--- src/rtl/board_row_fetcher.sv ---
// Fetches one playfield row per cell-row start during hblank into a shadow buffer,
// swaps it in at the next line start, and renders per-pixel board colour with 2 CLK latency.
module board_row_fetcher #(
    parameter int BOARD_X0 = 240,
    parameter int BOARD_Y0 = 80,
    parameter int CELL_PX  = 16,
    parameter int COLS     = 10,
    parameter int ROWS     = 20,
    parameter int H_FETCH  = 640,
    parameter int V_TOTAL  = 525
) (
    input  logic        CLK,
    input  logic        RESET,
    input  logic [9:0]  DrawX,
    input  logic [9:0]  DrawY,
    input  logic        blank,
    input  logic [11:0] palette0,
    input  logic [11:0] palette1,
    input  logic [11:0] palette2,
    output logic        brd_rd_req,
    output logic [7:0]  brd_rd_addr,
    input  logic        brd_rd_ack,
    input  logic [2:0]  brd_rd_data,
    output logic [11:0] pix_rgb,
    output logic        pix_valid,
    output logic        underrun
);

    localparam int CELL_SH = $clog2(CELL_PX);
    localparam int COL_W   = (COLS > 1) ? $clog2(COLS) : 1;
    localparam int BOARD_W = COLS * CELL_PX;
    localparam int BOARD_H = ROWS * CELL_PX;

    typedef enum logic [1:0] {IDLE, CLEAR, REQ, DONE} state_t;

    state_t             state_q, state_d;
    logic [COL_W-1:0]   col_q, col_d;
    logic [7:0]         row_q, row_d;
    logic [7:0]         addr_q, addr_d;
    logic               req_q, req_d;
    logic               pend_q, pend_d;
    logic               under_q, under_d;
    logic               at_fetch_q, at_fetch_d;
    logic               at_zero_q, at_zero_d;
    logic [2:0]         shadow_q [COLS];
    logic [2:0]         shadow_d [COLS];
    logic [2:0]         active_q [COLS];
    logic [2:0]         active_d [COLS];

    logic               vld_p1_q, vld_p1_d;
    logic [2:0]         id_p1_q, id_p1_d;
    logic [11:0]        pal_p1_q, pal_p1_d;
    logic [CELL_SH-1:0] lx_p1_q, lx_p1_d;
    logic [CELL_SH-1:0] ly_p1_q, ly_p1_d;
    logic               vld_p2_q, vld_p2_d;
    logic [11:0]        rgb_p2_q, rgb_p2_d;

    logic [10:0]        next_y, nrel_y, rel_x, rel_y;
    logic [COL_W-1:0]   pcol;
    logic               row_start, trigger, swap, in_board;

    function automatic logic [11:0] pal_sel(input logic [2:0] id, input logic [11:0] p0,
                                            input logic [11:0] p1, input logic [11:0] p2);
        case (id)
            3'd1, 3'd4, 3'd7: pal_sel = p0;
            3'd2, 3'd5:       pal_sel = p1;
            3'd3, 3'd6:       pal_sel = p2;
            default:          pal_sel = 12'h000;
        endcase
    endfunction

    function automatic logic [11:0] cell_rgb(input logic [2:0] id, input logic [CELL_SH-1:0] lx,
                                             input logic [CELL_SH-1:0] ly, input logic [11:0] pal);
        if (id == 3'd0 || lx == CELL_SH'(CELL_PX - 1) || ly == CELL_SH'(CELL_PX - 1))
            cell_rgb = 12'h000;
        else
            cell_rgb = pal;
    endfunction

    // Range tests use wrap-around subtraction: below-origin values become huge and fail "< size".
    always_comb begin
        next_y    = (DrawY == 10'(V_TOTAL - 1)) ? 11'd0 : {1'b0, DrawY} + 11'd1;
        nrel_y    = next_y - 11'(BOARD_Y0);
        row_start = (nrel_y < 11'(BOARD_H)) && (nrel_y[CELL_SH-1:0] == '0);
        trigger   = (DrawX == 10'(H_FETCH)) && !at_fetch_q && row_start;
        swap      = (DrawX == 10'd0) && !at_zero_q && pend_q;

        state_d    = state_q;
        col_d      = col_q;
        row_d      = row_q;
        addr_d     = addr_q;
        req_d      = req_q;
        pend_d     = pend_q;
        under_d    = under_q;
        shadow_d   = shadow_q;
        active_d   = active_q;
        at_fetch_d = (DrawX == 10'(H_FETCH));
        at_zero_d  = (DrawX == 10'd0);

        if (swap) begin
            active_d = shadow_q;
            pend_d   = 1'b0;
            if (state_q == CLEAR || state_q == REQ) begin
                under_d = 1'b1;
                state_d = IDLE;
                req_d   = 1'b0;
            end
        end else begin
            case (state_q)
                IDLE: if (trigger) begin
                    state_d = CLEAR;
                    row_d   = 8'(nrel_y >> CELL_SH);
                end
                CLEAR: begin
                    for (int i = 0; i < COLS; i++) shadow_d[i] = 3'd0;
                    pend_d  = 1'b1;
                    col_d   = '0;
                    req_d   = 1'b1;
                    addr_d  = 8'(row_q * COLS);
                    state_d = REQ;
                end
                REQ: if (brd_rd_ack) begin
                    shadow_d[col_q] = brd_rd_data;
                    if (col_q == COL_W'(COLS - 1)) begin
                        req_d   = 1'b0;
                        state_d = DONE;
                    end else begin
                        col_d  = col_q + 1'b1;
                        addr_d = addr_q + 8'd1;
                    end
                end
                default: state_d = IDLE;
            endcase
        end
    end

    // S1: board hit test, cell lookup and palette sample
    always_comb begin
        rel_x    = {1'b0, DrawX} - 11'(BOARD_X0);
        rel_y    = {1'b0, DrawY} - 11'(BOARD_Y0);
        pcol     = COL_W'(rel_x >> CELL_SH);
        in_board = blank && (rel_x < 11'(BOARD_W)) && (rel_y < 11'(BOARD_H));
        vld_p1_d = in_board;
        id_p1_d  = in_board ? active_q[pcol] : 3'd0;
        pal_p1_d = pal_sel(id_p1_d, palette0, palette1, palette2);
        lx_p1_d  = DrawX[CELL_SH-1:0];
        ly_p1_d  = DrawY[CELL_SH-1:0];
    end

    // S2: final colour with outline and off-board blanking
    always_comb begin
        vld_p2_d = vld_p1_q;
        rgb_p2_d = vld_p1_q ? cell_rgb(id_p1_q, lx_p1_q, ly_p1_q, pal_p1_q) : 12'h000;
    end

    always_ff @(posedge CLK or negedge RESET) begin
        if (!RESET) begin
            state_q    <= IDLE;
            col_q      <= '0;
            row_q      <= '0;
            addr_q     <= '0;
            req_q      <= 1'b0;
            pend_q     <= 1'b0;
            under_q    <= 1'b0;
            at_fetch_q <= 1'b0;
            at_zero_q  <= 1'b0;
            for (int i = 0; i < COLS; i++) begin
                shadow_q[i] <= 3'd0;
                active_q[i] <= 3'd0;
            end
            vld_p1_q   <= 1'b0;
            id_p1_q    <= 3'd0;
            pal_p1_q   <= 12'h000;
            lx_p1_q    <= '0;
            ly_p1_q    <= '0;
            vld_p2_q   <= 1'b0;
            rgb_p2_q   <= 12'h000;
        end else begin
            state_q    <= state_d;
            col_q      <= col_d;
            row_q      <= row_d;
            addr_q     <= addr_d;
            req_q      <= req_d;
            pend_q     <= pend_d;
            under_q    <= under_d;
            at_fetch_q <= at_fetch_d;
            at_zero_q  <= at_zero_d;
            shadow_q   <= shadow_d;
            active_q   <= active_d;
            vld_p1_q   <= vld_p1_d;
            id_p1_q    <= id_p1_d;
            pal_p1_q   <= pal_p1_d;
            lx_p1_q    <= lx_p1_d;
            ly_p1_q    <= ly_p1_d;
            vld_p2_q   <= vld_p2_d;
            rgb_p2_q   <= rgb_p2_d;
        end
    end

    assign brd_rd_req  = req_q;
    assign brd_rd_addr = addr_q;
    assign pix_rgb     = rgb_p2_q;
    assign pix_valid   = vld_p2_q;
    assign underrun    = under_q;

endmodule

--- config.mk ---
export PLATFORM = sky130hd
export DESIGN_NAME = board_row_fetcher
export DESIGN_NICKNAME = d
export VERILOG_FILES = /design/src/rtl/board_row_fetcher.sv
export SDC_FILE = /design/constraint.sdc
export NUM_CORES = 1
export LEC_CHECK = 0
export BUFFER_PORTS_ARGS = -buffer_cell sky130_fd_sc_hd__buf_4
export CAP_MARGIN = 10
export CORE_UTILIZATION = 40
export CTS_BUF_LIST = sky130_fd_sc_hd__clkbuf_2
export CTS_CLUSTER_SIZE = 30
export DETAILED_ROUTE_END_ITERATION = 10
export PLACE_DENSITY = 0.58
export SYNTH_ARGS = -nofsm -noshare
export SYNTH_HDL_FRONTEND = slang
export SYNTH_SLANG_ARGS = --single-unit
--- constraint.sdc ---
create_clock -name CLK -period 5.3 [get_ports CLK]
set_input_delay 0.53 -clock CLK [delete_from_list [all_inputs] [get_ports CLK]]
set_output_delay 0.53 -clock CLK [all_outputs]
set_load 0.03 [all_outputs]
# After elaboration in Yosys (flattened, before gate mapping)
# Cells that the tools add are included.
totals:
  register_bits: 123
  latchBits: 0
  mem_bits_rw: 0
  romBits: 0
  in_bits: 63
  output_inout_bits: 23
  word_cells: 133
  memories: 0
classes:
  add_sub_neg: 6
  mul: 1
  div_mod_pow: 0
  order_cmp: 6
  n_eq_ne: 20
  shifts: 0
  mux: 32
  bitwise_logic: 3
  n_reduce_logical: 29
op_table:
  columns: ["operator", "count"]
  rows:
  - ["$pmux 30 s2", 1]
  - ["$pmux 12 s3", 1]
  - ["$bwmux 30", 1]
  - ["$mux 30", 1]
  - ["$mux 12", 2]
  - ["$lt 11x9->1 const B", 2]
  - ["$eq 10x10->1 const B", 2]
  - ["$mux 8", 2]
  - ["$pmux 8 s2", 1]
  - ["$bmux 3 s4", 1]
  - ["$demux 3 s4", 1]
  - ["$eq 3x3->1 const B", 4]
  - ["$eq 4x4->1 const B", 3]
  - ["$mux 3", 4]
  - ["$reduce_and 4->1", 3]
  - ["$add 10x1->11 const B", 1]
  - ["$lt 11x8->1 const B", 1]
  - ["$mux 11", 1]
  - ["$sub 10x7->11 const B", 1]
  - ["$sub 10x8->11 const B", 1]
  - ["$sub 11x7->11 const B", 1]
  - ["$ge 5x5->1 const B", 2]
  - ["$logic_not 10->1", 1]
  - ["$mux 2", 5]
  - ["31 further kinds", 54]

# Logic depth before layout (Yosys ltp)
logic_depth:
  ltp_word: 9
  mapped_depth: 13
  depth_no_buf: 13

# Worst setup path after synthesis
# No wires, ideal clock.
synth_path:
  path_kind: "input port to flip-flop"
  startpoint: "in DrawY[5]"
  endpoint: "reg row_q[0]"
  arrival_time_ns: 3.242
  setup_slack_ns: 1.933
  path_stages: 11
  path_buffers: 0
  cell_sequence: "or3_4 -> or4_4 -> nand2_1 -> ha_1 -> nand2b_1 -> inv_1 -> a221oi_1 -> o21ai_0 -> a311oi_4 -> nand3_4 -> mux2_4"
synth_between:
  elab_chain_cells: 7
  elab_cells_between_ends: 9
  cone_classes: "2 x add/sub; 1 x order compare; 1 x eq/ne; 1 x mux; 4 x reduce/logical"
synth_lines:
  columns: ["item", "line", "text"]
  rows:
  - ["from (decl)", "15", "input logic [9:0] DrawY,"]
  - ["$eq 10x10->1 (*)", "82", "next_y = (DrawY == 10'(V_TOTAL - 1)) ? 11'd0 : {1'b0, DrawY} + 11'd1;"]
  - ["$mux 11 (*)", "82", null]
  - ["$sub 11x7->11 (*)", "83", "nrel_y = next_y - 11'(BOARD_Y0);"]
  - ["named net nrel_y[4]", "58", "logic [10:0] next_y, nrel_y, rel_x, rel_y;"]
  - ["$lt 11x9->1", "84", "row_start = (nrel_y < 11'(BOARD_H)) && (nrel_y[CELL_SH-1:0] == '0);"]
  - ["$logic_and 1x1->1", "84", null]
  - ["$logic_and 1x1->1", "85", "trigger = (DrawX == 10'(H_FETCH)) && !at_fetch_q && row_start;"]
  - ["$reduce_and 3->1 (no line)", null, null]
  - ["to (signal assigned)", "181", "row_q <= row_d;"]
  - ["to (decl)", "38", "logic [7:0] row_q, row_d;"]
# Mark *: on every way through the listed nets, which the timed path passes. The rest lies on a longest branch.
# A chain may end at the register's enable or synchronous reset.

# Worst setup path in the final report
layout_path:
  startpoint: "in DrawY[1]"
  endpoint: "reg row_q[2]"
layout_between:
  elab_chain_cells: 7
  elab_cells_between_ends: 9
  cone_classes: "2 x add/sub; 1 x order compare; 1 x eq/ne; 1 x mux; 4 x reduce/logical"
layout_lines:
  columns: ["item", "line"]
  rows:
  - ["$add 10x1->11 or $eq 10x10->1 (tied branches)", "82"]
  - ["$mux 11 (*)", "82"]
  - ["$sub 11x7->11 (*)", "83"]
  - ["named net nrel_y[4]", "58"]
  - ["$lt 11x9->1 (*)", "84"]
  - ["$logic_and 1x1->1 (*)", "84"]
  - ["$logic_and 1x1->1 (*)", "85"]
  - ["$reduce_and 3->1 (no line) (*)", null]
# Marks and branches as above.

==> out/qor.yml <==
run_status:
  outcome: "finished clean"
worst_setup_path:
  rr_worst_depth: 7
  crit_required_ns: 5.88
  crit_chain: "dlygate4sd3_1 > buf_4 > ha_1 > nand3_2 > xnor2_1 > nand2_1 > ha_1 > nor4_1 > a21oi_2 > or4b_1 > a311oi_4 > nand3_4 > mux2_4"
  worstSetupEndpointType: "flop"
  critPathCapture: "row_q[2]"
  cp_num_cells: 13
  path_class: "in2reg"
  worst-path-buf-inv: 2
  critPathLaunch: "DrawY[1]"
  rrSetupSlack_ns: 1.78
  max_stage_delay_ns: 0.59
  crit_family: "simple AND/OR/NAND/NOR gates"
  cp-start-kind: "primary input"
  path_max_fanout: 8
  rr_startpoint: "active_q[10]"
  crit_path_frequent_cell: "ha_1"
  cp.arrival_ns: 4.31
  cp_slowest_cell: "or4b_1"
  r2r-end: "pal_p1_q[5]"
grt:
  grt-ovfl-total: 0
  grt_pass1_wl_um: 26300
  grt_use_total_pct: 20.2
  grt_pass1_vias: 5180
  grt_max_degree: 80
  antenna_found_initial: 0
synth:
  synth_edf_count: 0
  synth.top_cell.area_share_pct: 47.2
  syn_area_per_cell_um2: 9.65
  postSynthCellCount: 676
  syn_area_um2: 6520
  ys_seq_area_share_pct: 47.2
  synth_area_leaders: "dfrtp_1, nand2_1, ha_1, a22oi_1, o21ai_0"
  syn-num-nets: 761
  synthFlopType: "dfrtp_1"
  synth_cell_types: 75
  synth-async-reset-ratio_pct: 100
  yosysWarnings: 0
  yosys.area.top_type: "dfrtp_1"
  ys_ff_latch: 123
finish:
  final_util_pct: 49.1
  multi_input_area_um2: 3190
  fill_cells: 1556
  areaGrowthSynthToFinish_pct: 19.7
  drive_above_1_share_pct: 19.2
  final_common_cell: "nand2_1"
  layout_common_cells: "nand2_1, dfrtp_1, buf_4"
  seq_area_um2: 3080
  num_antenna_cells: 0
  layout.nets: 859
timing:
  fin_skew_ns: 0.0262
  rsz0062_at_grt: "false"
  fin_setup_tns_ns: 0
  period_minus_slack_ns: 3.73
  max_slew_margin_pct: 33.0
  hold_slack_ns: 0.0879
  min_period_over_period_pct: 70.3
  hold_viol_final: 0
  finalSetupViolCount: 0
  drv_slew: 0
  clock.fmax_ghz: 0.268
  max_slew.worst_pin.slew_ns: 1.00
placed_design:
  portBuffers: 85
  gp_congestion: 0.830
  dp_hpwl_um: 10900
detailed_routing:
  ant_nets: 0
  wire_per_inst_um: 16.0
  vias_per_cell: 5.39
  drtIter0Drc: 282
  dr.pass1.iters: 5
  vias: 5405
  finalWirelength_um: 16000
  drc_errors: 0
cts:
  cts.sinks: 123
  cts.reportedPaths.clkPinSlew_ns: 0.17
  numCtsBuffers: 17
  clockBufferDepth: 2
  cts_tree: "built"
  cts_hold_buf: 14
  root_buffer: "clkbuf_2"
  worst_skew_pair.late_latency_ns: 0.68
  cts_resized: 0
  post_cts_buffers: 0
  htree_levels: 4
power_and_ir_drop:
  p_sw_uw: 466
  powerDensity_nw_per_um2: 218
  clockPowerShare_pct: 33.2
  p_leak_nw: 3.72
  ir_drop_mv: 0.104
  pwr-share-comb_pct: 10.5
  seqPwrFrac_pct: 56.2
  swShare_pct: 27.4
  p_int_mw: 1.24
run:
  maxCapViolCount: 0
floorplanning:
  start_util_pct: 41.1
  die_x_um: 130
  ioPinCount: 86
  coreArea_um2: 15900
  fp-row-count: 46
  die_area_um2: 16800
  die_y_um: 130
worst_hold_path:
  hold_start: "palette1[6]"
  min_path_type: "in2reg"
power by group through the flow:
stage	Sequential, mW	Combinational, mW	Clock [mW]
after floorplan	0.983	0.0748	0
after global placement	0.974	0.166	0
after detailed placement	0.975	0.168	0
after CTS	0.958	0.176	0.584
after global routing	0.960	0.198	0.627
final	0.958	0.180	0.566
synth_stat cells, types with 4 or more instances:
master    count
inv_1        16
and3_1        5
nand4_1       6
dfrtp_1     123
xnor2_1      10
nand2_1     156
a221o_1      12
mux2_2        4
nor2_1       25
and2_1       18
nand3b_1      6
ha_1         21
a22oi_1      31
nor3_1        5
a21oi_1      20
o22ai_1      13
mux2_4        4
nor2b_1       8
buf_2        10
o2111a_1     13
a31oi_1       4
clkbuf_1     26
o21ai_0      45
mux4_2        6
nand3_1      15
xor2_1        5
metrics by stage:
stage / cell area (µm²) / instances / power [mW] / setup WS (ns)
finish: 7800 / 1003 / 1.70 / 1.57
global route: 7800 / 1003 / 1.79 / 1.41
CTS: 7640 / 986 / 1.72 / 1.69
detailed placement: 7280 / 940 / 1.14 / 1.48
global placement: 7280 / 940 / 1.14 / 1.50
floorplan: 6520 / 676 / 1.06 / 1.93
layout make-up:
class                      instances  share of cell area [%]
multi-input combinational        494                    40.9
sequential                       123                    39.4
timing repair buffer             121                    12.6
tap                              216                    3.46
clock inverter                    14                    1.67
clock buffer                      18                    1.15
inverter                          17                   0.818
worst min-delay path by stage:
stage	endpoint	slack, ns	cells past startpoint
finish	pal_p1_q[6]	0.09	2
detailed placement	pix_valid	0.36	0
global route	pal_p1_q[6]	0.02	2
global placement	pix_valid	0.35	0
CTS	pal_p1_q[1]	0.002	2
floorplan	active_q[0]	0.23	0
cell families (layout without fill, tap and decap cells):
| kind of cell | after synthesis | count (layout) | synth area share, % |
|---|---|---|---|
| buffers and inverters | 59 | 170 | 3.91 |
| XOR/XNOR | 15 | 15 | 2.01 |
| AO/OA/AOI/OAI | 167 | 167 | 18.4 |
| multiplexers | 16 | 16 | 3.99 |
| adder cells (fa/ha/maj) | 22 | 22 | 4.34 |
| flip-flops | 123 | 123 | 47.2 |
| AND/OR/NAND/NOR | 274 | 274 | 20.1 |
routing by layer:
layer	part of all wire, %	vias to the layer above	GRT usage [%]
met2	47	126	32.4
met4	1.3	0	7.32
met1	47	2636	26.5
met3	4.7	16	4.79
li1	-	2627	-
met5	0	-	0
registers in the layout, indices dropped and copies added, names as in the netlist:
register	flops
pix_rgb	12
pend_q	1
underrun	1
col_q	4
pix_valid	1
at_fetch_q	1
shadow_q	30
at_zero_q	1
ly_p1_q	4
brd_rd_addr	8
state_q	2
brd_rd_req	1
lx_p1_q	4
vld_p1_q	1
id_p1_q	3
pal_p1_q	12
row_q	7
active_q	30
(Power assumes the default switching activity.)
